$ cat src/rtl/lsu_pkg.sv
// Shared constants, FSM state encoding and request payload types for the load/store unit.
package lsu_pkg;

   localparam int unsigned XLEN    = 32;
   localparam int unsigned WADDR_W = 30;
   localparam int unsigned STRB_W  = 4;
   localparam int unsigned CAUSE_W = 4;
   localparam int unsigned F3_W    = 3;

   localparam logic [F3_W-1:0] F3_B  = 3'd0;
   localparam logic [F3_W-1:0] F3_H  = 3'd1;
   localparam logic [F3_W-1:0] F3_W_ = 3'd2;
   localparam logic [F3_W-1:0] F3_BU = 3'd4;
   localparam logic [F3_W-1:0] F3_HU = 3'd5;

   localparam logic [CAUSE_W-1:0] CAUSE_NONE        = 4'd0;
   localparam logic [CAUSE_W-1:0] CAUSE_ILLEGAL     = 4'd2;
   localparam logic [CAUSE_W-1:0] CAUSE_LD_MISALIGN = 4'd4;
   localparam logic [CAUSE_W-1:0] CAUSE_LD_ACCESS   = 4'd5;
   localparam logic [CAUSE_W-1:0] CAUSE_ST_MISALIGN = 4'd6;
   localparam logic [CAUSE_W-1:0] CAUSE_ST_ACCESS   = 4'd7;

   typedef enum logic [1:0] {
      ST_IDLE,
      ST_ACCESS,
      ST_RESP
   } lsu_state_e;

   typedef struct packed {
      logic            write;
      logic [F3_W-1:0] funct3;
      logic [XLEN-1:0] addr;
      logic [XLEN-1:0] wdata;
   } lsu_req_t;

   // Request context still needed after the address and data are on the bus
   typedef struct packed {
      logic            write;
      logic [F3_W-1:0] funct3;
      logic [1:0]      byte_off;
   } lsu_ctx_t;

endpackage

$ cat src/rtl/lsu_align.sv
// Combinational byte-lane logic: store steering and strobes, load extraction/extension,
// misalignment and illegal-width detection.
module lsu_align
   import lsu_pkg::*;
(
   input  logic [F3_W-1:0]   funct3,
   input  logic              write,
   input  logic [1:0]        byte_off,
   input  logic [XLEN-1:0]   wdata,
   input  logic [XLEN-1:0]   rword,
   output logic [XLEN-1:0]   wdata_lanes_c,
   output logic [STRB_W-1:0] strobe_c,
   output logic [XLEN-1:0]   rdata_ext_c,
   output logic              misaligned_c,
   output logic              illegal_c
);

   logic [7:0]  rbyte;
   logic [15:0] rhalf;

   // Size decode drives steering, strobes and alignment
   always_comb begin
      wdata_lanes_c = wdata;
      strobe_c      = '0;
      misaligned_c  = 1'b0;
      illegal_c     = 1'b0;
      case (funct3[1:0])
         2'd0: begin
            wdata_lanes_c = {4{wdata[7:0]}};
            strobe_c      = 4'b0001 << byte_off;
         end
         2'd1: begin
            wdata_lanes_c = {2{wdata[15:0]}};
            strobe_c      = 4'b0011 << byte_off;
            misaligned_c  = byte_off[0];
         end
         2'd2: begin
            strobe_c     = 4'b1111;
            misaligned_c = |byte_off;
         end
         default: illegal_c = 1'b1;
      endcase
      // Unsigned variants exist only for byte/half loads
      if (funct3[2] && (write || funct3[1:0] == 2'd2))
         illegal_c = 1'b1;
   end

   always_comb begin
      case (byte_off)
         2'd0:    rbyte = rword[7:0];
         2'd1:    rbyte = rword[15:8];
         2'd2:    rbyte = rword[23:16];
         default: rbyte = rword[31:24];
      endcase
      rhalf = byte_off[1] ? rword[31:16] : rword[15:0];
   end

   always_comb begin
      case (funct3)
         F3_B:    rdata_ext_c = {{24{rbyte[7]}}, rbyte};
         F3_BU:   rdata_ext_c = {24'd0, rbyte};
         F3_H:    rdata_ext_c = {{16{rhalf[15]}}, rhalf};
         F3_HU:   rdata_ext_c = {16'd0, rhalf};
         F3_W_:   rdata_ext_c = rword;
         default: rdata_ext_c = '0;
      endcase
   end

endmodule

$ cat src/rtl/load_store_unit.sv
// Data-memory bus initiator: one load/store at a time, IDLE -> ACCESS -> RESP,
// with early faults going straight to RESP.
module load_store_unit
   import lsu_pkg::*;
(
   input  logic                clk,
   input  logic                rst_n,
   input  logic                req_valid,
   output logic                req_ready,
   input  logic                req_write,
   input  logic [F3_W-1:0]     req_funct3,
   input  logic [XLEN-1:0]     req_addr,
   input  logic [XLEN-1:0]     req_wdata,
   output logic                resp_valid,
   output logic [XLEN-1:0]     resp_rdata,
   output logic                resp_fault,
   output logic [CAUSE_W-1:0]  resp_cause,
   output logic [WADDR_W-1:0]  mem_address,
   output logic [STRB_W-1:0]   mem_write_enable,
   output logic [XLEN-1:0]     mem_data_out,
   input  logic [XLEN-1:0]     mem_data_in,
   input  logic                mem_read_capable,
   input  logic                mem_write_capable
);

   lsu_state_e          state_q, state_d;
   lsu_ctx_t            ctx_q, ctx_d;
   lsu_req_t            req_c;
   logic [WADDR_W-1:0]  addr_q, addr_d;
   logic [STRB_W-1:0]   we_q, we_d;
   logic [XLEN-1:0]     wdata_q, wdata_d;
   logic                valid_q, valid_d;
   logic [XLEN-1:0]     rdata_q, rdata_d;
   logic                fault_q, fault_d;
   logic [CAUSE_W-1:0]  cause_q, cause_d;

   logic                al_write;
   logic [F3_W-1:0]     al_funct3;
   logic [1:0]          al_off;
   logic [XLEN-1:0]     lanes_c, ext_c;
   logic [STRB_W-1:0]   strobe_c;
   logic                misaligned_c, illegal_c;

   assign req_c = '{write: req_write, funct3: req_funct3, addr: req_addr, wdata: req_wdata};

   // Lane logic sees the incoming request in IDLE and the latched one afterwards
   always_comb begin
      if (state_q == ST_IDLE) begin
         al_write  = req_c.write;
         al_funct3 = req_c.funct3;
         al_off    = req_c.addr[1:0];
      end else begin
         al_write  = ctx_q.write;
         al_funct3 = ctx_q.funct3;
         al_off    = ctx_q.byte_off;
      end
   end

   lsu_align u_align (
      .funct3        (al_funct3),
      .write         (al_write),
      .byte_off      (al_off),
      .wdata         (req_c.wdata),
      .rword         (mem_data_in),
      .wdata_lanes_c (lanes_c),
      .strobe_c      (strobe_c),
      .rdata_ext_c   (ext_c),
      .misaligned_c  (misaligned_c),
      .illegal_c     (illegal_c)
   );

   // Next-state and next-output logic
   always_comb begin
      state_d = state_q;
      ctx_d   = ctx_q;
      addr_d  = addr_q;
      we_d    = '0;
      wdata_d = wdata_q;
      valid_d = 1'b0;
      rdata_d = rdata_q;
      fault_d = fault_q;
      cause_d = cause_q;
      case (state_q)
         ST_IDLE: begin
            if (req_valid) begin
               ctx_d   = '{write: req_c.write, funct3: req_c.funct3, byte_off: req_c.addr[1:0]};
               rdata_d = '0;
               if (illegal_c || misaligned_c) begin
                  state_d = ST_RESP;
                  valid_d = 1'b1;
                  fault_d = 1'b1;
                  if (illegal_c)
                     cause_d = CAUSE_ILLEGAL;
                  else
                     cause_d = req_c.write ? CAUSE_ST_MISALIGN : CAUSE_LD_MISALIGN;
               end else begin
                  state_d = ST_ACCESS;
                  addr_d  = req_c.addr[XLEN-1:2];
                  fault_d = 1'b0;
                  cause_d = CAUSE_NONE;
                  if (req_c.write) begin
                     we_d    = strobe_c;
                     wdata_d = lanes_c;
                  end
               end
            end
         end
         ST_ACCESS: begin
            state_d = ST_RESP;
            valid_d = 1'b1;
            if (ctx_q.write) begin
               if (!mem_write_capable) begin
                  fault_d = 1'b1;
                  cause_d = CAUSE_ST_ACCESS;
               end
            end else if (mem_read_capable) begin
               rdata_d = ext_c;
            end else begin
               fault_d = 1'b1;
               cause_d = CAUSE_LD_ACCESS;
            end
         end
         ST_RESP: state_d = ST_IDLE;
         default: state_d = ST_IDLE;
      endcase
   end

   always_ff @(posedge clk or negedge rst_n) begin
      if (!rst_n) begin
         state_q <= ST_IDLE;
         ctx_q   <= '0;
         addr_q  <= '0;
         we_q    <= '0;
         wdata_q <= '0;
         valid_q <= 1'b0;
         rdata_q <= '0;
         fault_q <= 1'b0;
         cause_q <= '0;
      end else begin
         state_q <= state_d;
         ctx_q   <= ctx_d;
         addr_q  <= addr_d;
         we_q    <= we_d;
         wdata_q <= wdata_d;
         valid_q <= valid_d;
         rdata_q <= rdata_d;
         fault_q <= fault_d;
         cause_q <= cause_d;
      end
   end

   // Armed strobes are gated by the write capability of the address on the bus
   assign mem_write_enable = we_q & {STRB_W{mem_write_capable}};
   assign mem_address      = addr_q;
   assign mem_data_out     = wdata_q;
   assign resp_valid       = valid_q;
   assign resp_rdata       = rdata_q;
   assign resp_fault       = fault_q;
   assign resp_cause       = cause_q;
   assign req_ready        = (state_q == ST_IDLE);

endmodule

$ cat config.mk
export PLATFORM = sky130hd
export DESIGN_NAME = load_store_unit
export DESIGN_NICKNAME = d
export VERILOG_FILES = /design/src/rtl/lsu_pkg.sv /design/src/rtl/lsu_align.sv /design/src/rtl/load_store_unit.sv
export SDC_FILE = /design/constraint.sdc
export NUM_CORES = 1
export LEC_CHECK = 0
export CORE_ASPECT_RATIO = 0.9
export CORE_MARGIN = 10
export CORE_UTILIZATION = 40
export DETAILED_ROUTE_END_ITERATION = 8
export GPL_ROUTABILITY_DRIVEN = 0
export PLACE_DENSITY_LB_ADDON = 0.12
export SKIP_CTS_REPAIR_TIMING = 1
export SYNTH_ARGS = -nofsm -noshare
export SYNTH_HDL_FRONTEND = slang
export SYNTH_SLANG_ARGS = --single-unit
$ cat constraint.sdc
create_clock -name clk -period 2.9 [get_ports clk]
set_clock_uncertainty 0.05 [all_clocks]
set_input_delay 0.87 -clock clk [delete_from_list [all_inputs] [get_ports clk]]
set_output_delay 0.87 -clock clk [all_outputs]
set_load 0.03 [all_outputs]
==> metrics, run 1 <==
outcome completed; post-DR wirelength/cell between 20 and 25 um; H-tree depth 3; final setup vio count 0; IO buf count 208; Synth Area in XOR/XNOR 0; clk_lat worst skew ~0.36 ns; syn nets 590; PD cells 1160 mW/mm^2; Post-synth EDFFs 0; most common cell after layout, fill and taps aside clkdlybuf4s50_1; Clock Tree Buf Depth 2; Vias/cell 5.36; I/O pin count 210; asr flop ratio synth 1.00; Leak 3.82 nW; fill count 1,080; share of layout cells above drive strength 1 0.187; Synth Cell Area 0.00541 mm^2; worst hold path type in2async; Internal roughly 5.7 mW; Synth Instances a little under 500; Final period util 0.987; FF+latch area 0.00278 mm^2; Slew @ Worst Pin 0.917 ns; routed via count 4,792; Area Overhead vs Synth 56.8%; P_sw 4.14 mW; dpl cell area 0.00802 mm^2; top cell type's share of synthesized area 0.513; Yosys warnings 0; commonest non-fill, non-tap cells in the layout 200 x clkdlybuf4s50_1, 111 x dfrtp_1, 56 x nand2_1; vias in the first global route 4,980; min Tclk post-route 2.86 ns; CP Data Required Time just over 3 ns; post-route design area approximately 0.0085 mm^2; post-synthesis adder-cell area fraction 0.00924; mean post-synth cell area 11.3 um^2; initial DRC count 344; sequential power share 0.256; post-synth top area cell dfrtp_1; max-slew violations 0; Synth Area in Compound Gates 0.178; Routed Antenna Nets 0; RSZ-0062 raised after global routing false; critical path class in2reg; Worst Setup Start Kind primary input; grt ovf 0; Starting Density 0.407; max cap viols 0; wirelength, routed 18.3 mm; CORE AREA 0.0133 mm^2; router iterations before antenna repair 5; maximum VDD drop 0.539 mV; Hold Violations, Final 0; setup TNS 0 ns; Clock Power Share 0.134; CP arrival between 3 and 4 ns; Sink Count ~110; dpl hpwl 13.5 mm; mux share of post-synthesis cell area 0.164; pin count of the biggest net entering global routing 42; CTS buffer count 9; CTS tree built; first-pass GRT wire length roughly 28 mm; nature of the critical path endpoint register; Cell variety after synth 45; Ant. Diodes 0; Yosys reg bits 111; area of the multi-input gates 0.00246 mm^2; post-synthesis simple-gate area fraction 0.0922; Die Span X 143 um; Sw Ratio 0.419; CTS root buf clkbuf_16; maximum clock rate 349 MHz; Rows 40; Layout Nets 830; die height about 130 um; max_slew headroom 0.389; combinational power share 0.610; largest family of logic cells by synthesized area compound AO/OA/AOI/OAI gates; GRT Total Usage 0.189; synth top area cells dfrtp_1 51%, mux2_4 8.0%, mux2i_1 5.2%; antenna violations before repair 0; # DRC 0; CTS clock-pin slew for the worst setup and hold paths 0.07 ns; Synth Flop Type dfrtp_1; die area ~0.019 mm^2; Seq/Total Area, Yosys 0.513; CP max FO 8
flip-flops by register name (all words and copies together), names as in the netlist:
register,cells
resp_valid,1
we_q,4
mem_address,30
mem_data_out,32
ctx_q,6
state_q,2
resp_cause,3
resp_fault,1
resp_rdata,32
path summary, 6_finish.rpt:
path / from / slack [ns] / endpoint / cells after the start
worst max-delay path: req_addr[0] / 0.04 / mem_address[8]$_DFFE_PN0P_ / 7
worst min-delay path: rst_n / 0.28 / resp_fault$_DFFE_PN0P_ / 1
worst max register to register: state_q[1]$_DFFE_PN0P_ / 0.27 / mem_address[8]$_DFFE_PN0P_ / 10
worst min register to register: resp_rdata[7]$_DFFE_PN0P_ / 0.44 / resp_rdata[7]$_DFFE_PN0P_ / 2
max in group asynchronous: rst_n / 1.81 / mem_data_out[21]$_DFFE_PN0P_ / 2
min in group clk: resp_rdata[7]$_DFFE_PN0P_ / 0.44 / resp_rdata[7]$_DFFE_PN0P_ / 2
kinds of logic (layout without fill, tap and decap cells):
kind of cell	count (synthesis)	in the layout
AND/OR/NAND/NOR	113	113
multiplexers	72	72
other	1	1
adder cells (fa/ha/maj)	4	4
flip-flops	111	111
AO/OA/AOI/OAI	140	140
buffers and inverters	40	285
routing by layer:
metal  share of wire  up-vias  track usage
met2            0.49      191        0.306
met3           0.095       17       0.0743
met4           0.010        0       0.0509
li1                -     2236            -
met5               0        -            0
met1            0.41     2348        0.232
power groups by stage:
stage | clock network (mW) | logic, mW | registers, mW
floorplan | 0 | 2.53 | 3.59
global placement | 0 | 5.73 | 2.53
detailed placement | 0 | 5.83 | 2.56
CTS | 1.36 | 5.85 | 2.54
global route | 1.42 | 6.42 | 2.62
finish | 1.33 | 6.03 | 2.53
per-stage QoR:
step                      power (mW)  instances  hold WS (ns)  utilization  setup slack, ns
after floorplan                 6.12        481         0.429            -          -0.0437
after global placement          8.25        872         0.429        0.603           -0.435
after detailed placement        8.39        872         0.427        0.603           -0.493
after CTS                       9.75        888         0.270        0.626           -0.126
after global routing            10.5        894         0.273        0.638          0.00498
final                           9.89        894         0.275        0.638           0.0380
critical path, stage by stage:
cell	delay, ns
clkdlybuf4s50_1	0.42
or4_4	0.53
o31a_2	0.15
o211a_4	0.15
or3_4	0.43
clkbuf_16	0.20
mux2_4	0.30
synth_stat cells, types with 3 or more instances:
| cell type | n |
|---|---|
| a211oi_1 | 8 |
| a21oi_1 | 24 |
| a221o_1 | 7 |
| a22oi_1 | 32 |
| a31oi_1 | 17 |
| a32o_1 | 7 |
| and2_1 | 9 |
| buf_12 | 3 |
| buf_2 | 7 |
| clkbuf_1 | 19 |
| dfrtp_1 | 111 |
| ha_1 | 4 |
| inv_1 | 7 |
| mux2_2 | 14 |
| mux2_4 | 29 |
| mux2i_1 | 28 |
| nand2_1 | 56 |
| nor2_1 | 31 |
| nor2b_1 | 3 |
| nor3b_1 | 4 |
| o211ai_1 | 8 |
| o21ai_0 | 16 |
| o22ai_1 | 10 |
layout make-up:
| cell class | instances | area share |
|---|---|---|
| clock buffers | 11 | 0.0298 |
| clock inverters | 5 | 0.00737 |
| inverters | 7 | 0.00310 |
| multi-input cells | 330 | 0.290 |
| flip-flops and latches | 111 | 0.327 |
| well taps | 168 | 0.0248 |
| repair buffers | 262 | 0.318 |
Power figures use the tool's default switching activity.
==> run 2: changes to the inputs <==
GPL_TIMING_DRIVEN = 1   (was not set)
RECOVER_POWER = 25   (was not set)
==> metrics, run 2 (synthesized netlist as in run 1, its figures left out) <==
dpl hpwl 13.5 mm; vias in the first global route between 4,000 and 5,000; RSZ-0062 raised after global routing false; Cell Chain, Critical Path clkdlybuf4s50_1, or4_4, o31a_2, o211a_4, or3_4, clkbuf_16, mux2_4; first-pass GRT wire length 27.7 mm; Vias/cell 5.39; GRT Total Usage 0.189; minimum hold slack 0.379 ns; Leak 3.81 nW; initial DRC count 374; wirelength, routed roughly 18 mm; Die Span X 143 um; die area 0.0186 mm^2; CP Data Required Time between 3 and 4 ns; Sink Count ~110; CTS tree built; die height 130 um; antenna violations before repair 0; critical path class in2reg; Rows 40; router iterations before antenna repair 5; max_slew headroom 0.129; most common cell after layout, fill and taps aside clkdlybuf4s50_1; CTS buffer count 9; CP max FO 8; CTS root buf clkbuf_16; routed via count between 4,000 and 5,000; commonest non-fill, non-tap cells in the layout 200 x clkdlybuf4s50_1, 111 x dfrtp_1, 56 x nand2_1; Hold Violations, Final 0; nature of the critical path endpoint register; Layout Nets 830; grt ovf 0; Starting Density 0.407; maximum clock rate approximately 350 MHz; worst hold path type in2async; min Tclk post-route 2.86 ns; PnR Total Power 9.89 mW; IO buf count 208; max-slew violations 0; Clock Tree Buf Depth 2; Worst Setup Start Kind primary input; Ant. Diodes 0; maximum VDD drop 0.539 mV; clk_lat worst skew 0.36 ns; Final period util 0.987; Routed Antenna Nets 0; CP arrival just over 3 ns; I/O pin count 210; CTS clock-pin slew for the worst setup and hold paths around 0.07 ns; post-DR wirelength/cell 20.5 um; slowest stage delay, CP 0.52 ns; max cap viols 0; share of layout cells above drive strength 1 0.185; final setup vio count 0; H-tree depth 3; CORE AREA 0.0133 mm^2; PD cells about 1200 mW/mm^2; # DRC 0; Crit-path slowest cell or4_4; pre-CTS setup slack -0.493 ns; Area Overhead vs Synth 56.3%; Slew @ Worst Pin roughly 1.3 ns; PnR worst setup slack 0.0365 ns; pin count of the biggest net entering global routing 42; outcome completed
## run 2: changes by cell type in the layout (fill, tap and decap cells not counted), sizes merged
cell / change
buf: -4
clkbuf: +4
## run 2: critical path: cells and delay by family
kind | cells | cell delay, ns
buf+inv | 2 | 0.64
simple gates | 2 | 0.95
mux | 1 | 0.30
compound gates | 2 | 0.30
## run 2: through the flow
step / util / cell area (um^2) / std cells / TNS (ns)
2_1_floorplan: - / 5460 / 481 / -1.25
3_5_place_dp: 0.603 / 8020 / 872 / -32.25
6_report: 0.636 / 8460 / 894 / 0
5_1_grt: 0.636 / 8460 / 894 / 0
3_3_place_gp: 0.603 / 8020 / 872 / -27.52
4_1_cts: 0.626 / 8340 / 888 / -3.17
## run 2: power by group
| group | internal, mW | switching, mW | total, mW |
|---|---|---|---|
| Combinational | 2.85 | 3.17 | 6.02 |
| Sequential | 2.17 | 0.368 | 2.53 |
| Clock | 0.724 | 0.603 | 1.33 |
## run 2: final timing paths
| check | start | to | slack, ns | cells after the start |
|---|---|---|---|---|
| min in group clk | resp_rdata[7]$_DFFE_PN0P_ | resp_rdata[7]$_DFFE_PN0P_ | 0.44 | 2 |
| max reg2reg | state_q[1]$_DFFE_PN0P_ | mem_address[8]$_DFFE_PN0P_ | 0.28 | 10 |
| max | req_addr[1] | mem_address[8]$_DFFE_PN0P_ | 0.04 | 7 |
| max in group asynchronous | rst_n | mem_address[15]$_DFFE_PN0P_ | 0.87 | 2 |
| min reg2reg | resp_rdata[7]$_DFFE_PN0P_ | resp_rdata[7]$_DFFE_PN0P_ | 0.44 | 2 |
| min | rst_n | resp_fault$_DFFE_PN0P_ | 0.38 | 1 |
## run 2: final cells by class
type | instances | area (um^2)
Fill cell | 1083 | 4850
Multi-Input combinational cell | 330 | 2460
Clock inverter | 5 | 62.6
Timing Repair Buffer | 262 | 2670
Inverter | 7 | 26.3
Clock buffer | 11 | 253
Sequential cell | 111 | 2780
Tap cell | 168 | 210
## run 2: per-layer routing
metal	vias to the layer above	global-route usage	wire (um)
li1	2242	-	-
met1	2363	0.232	7450
met2	196	0.306	8940
met3	15	0.0743	1750
met4	0	0.0509	177
met5	-	0	0
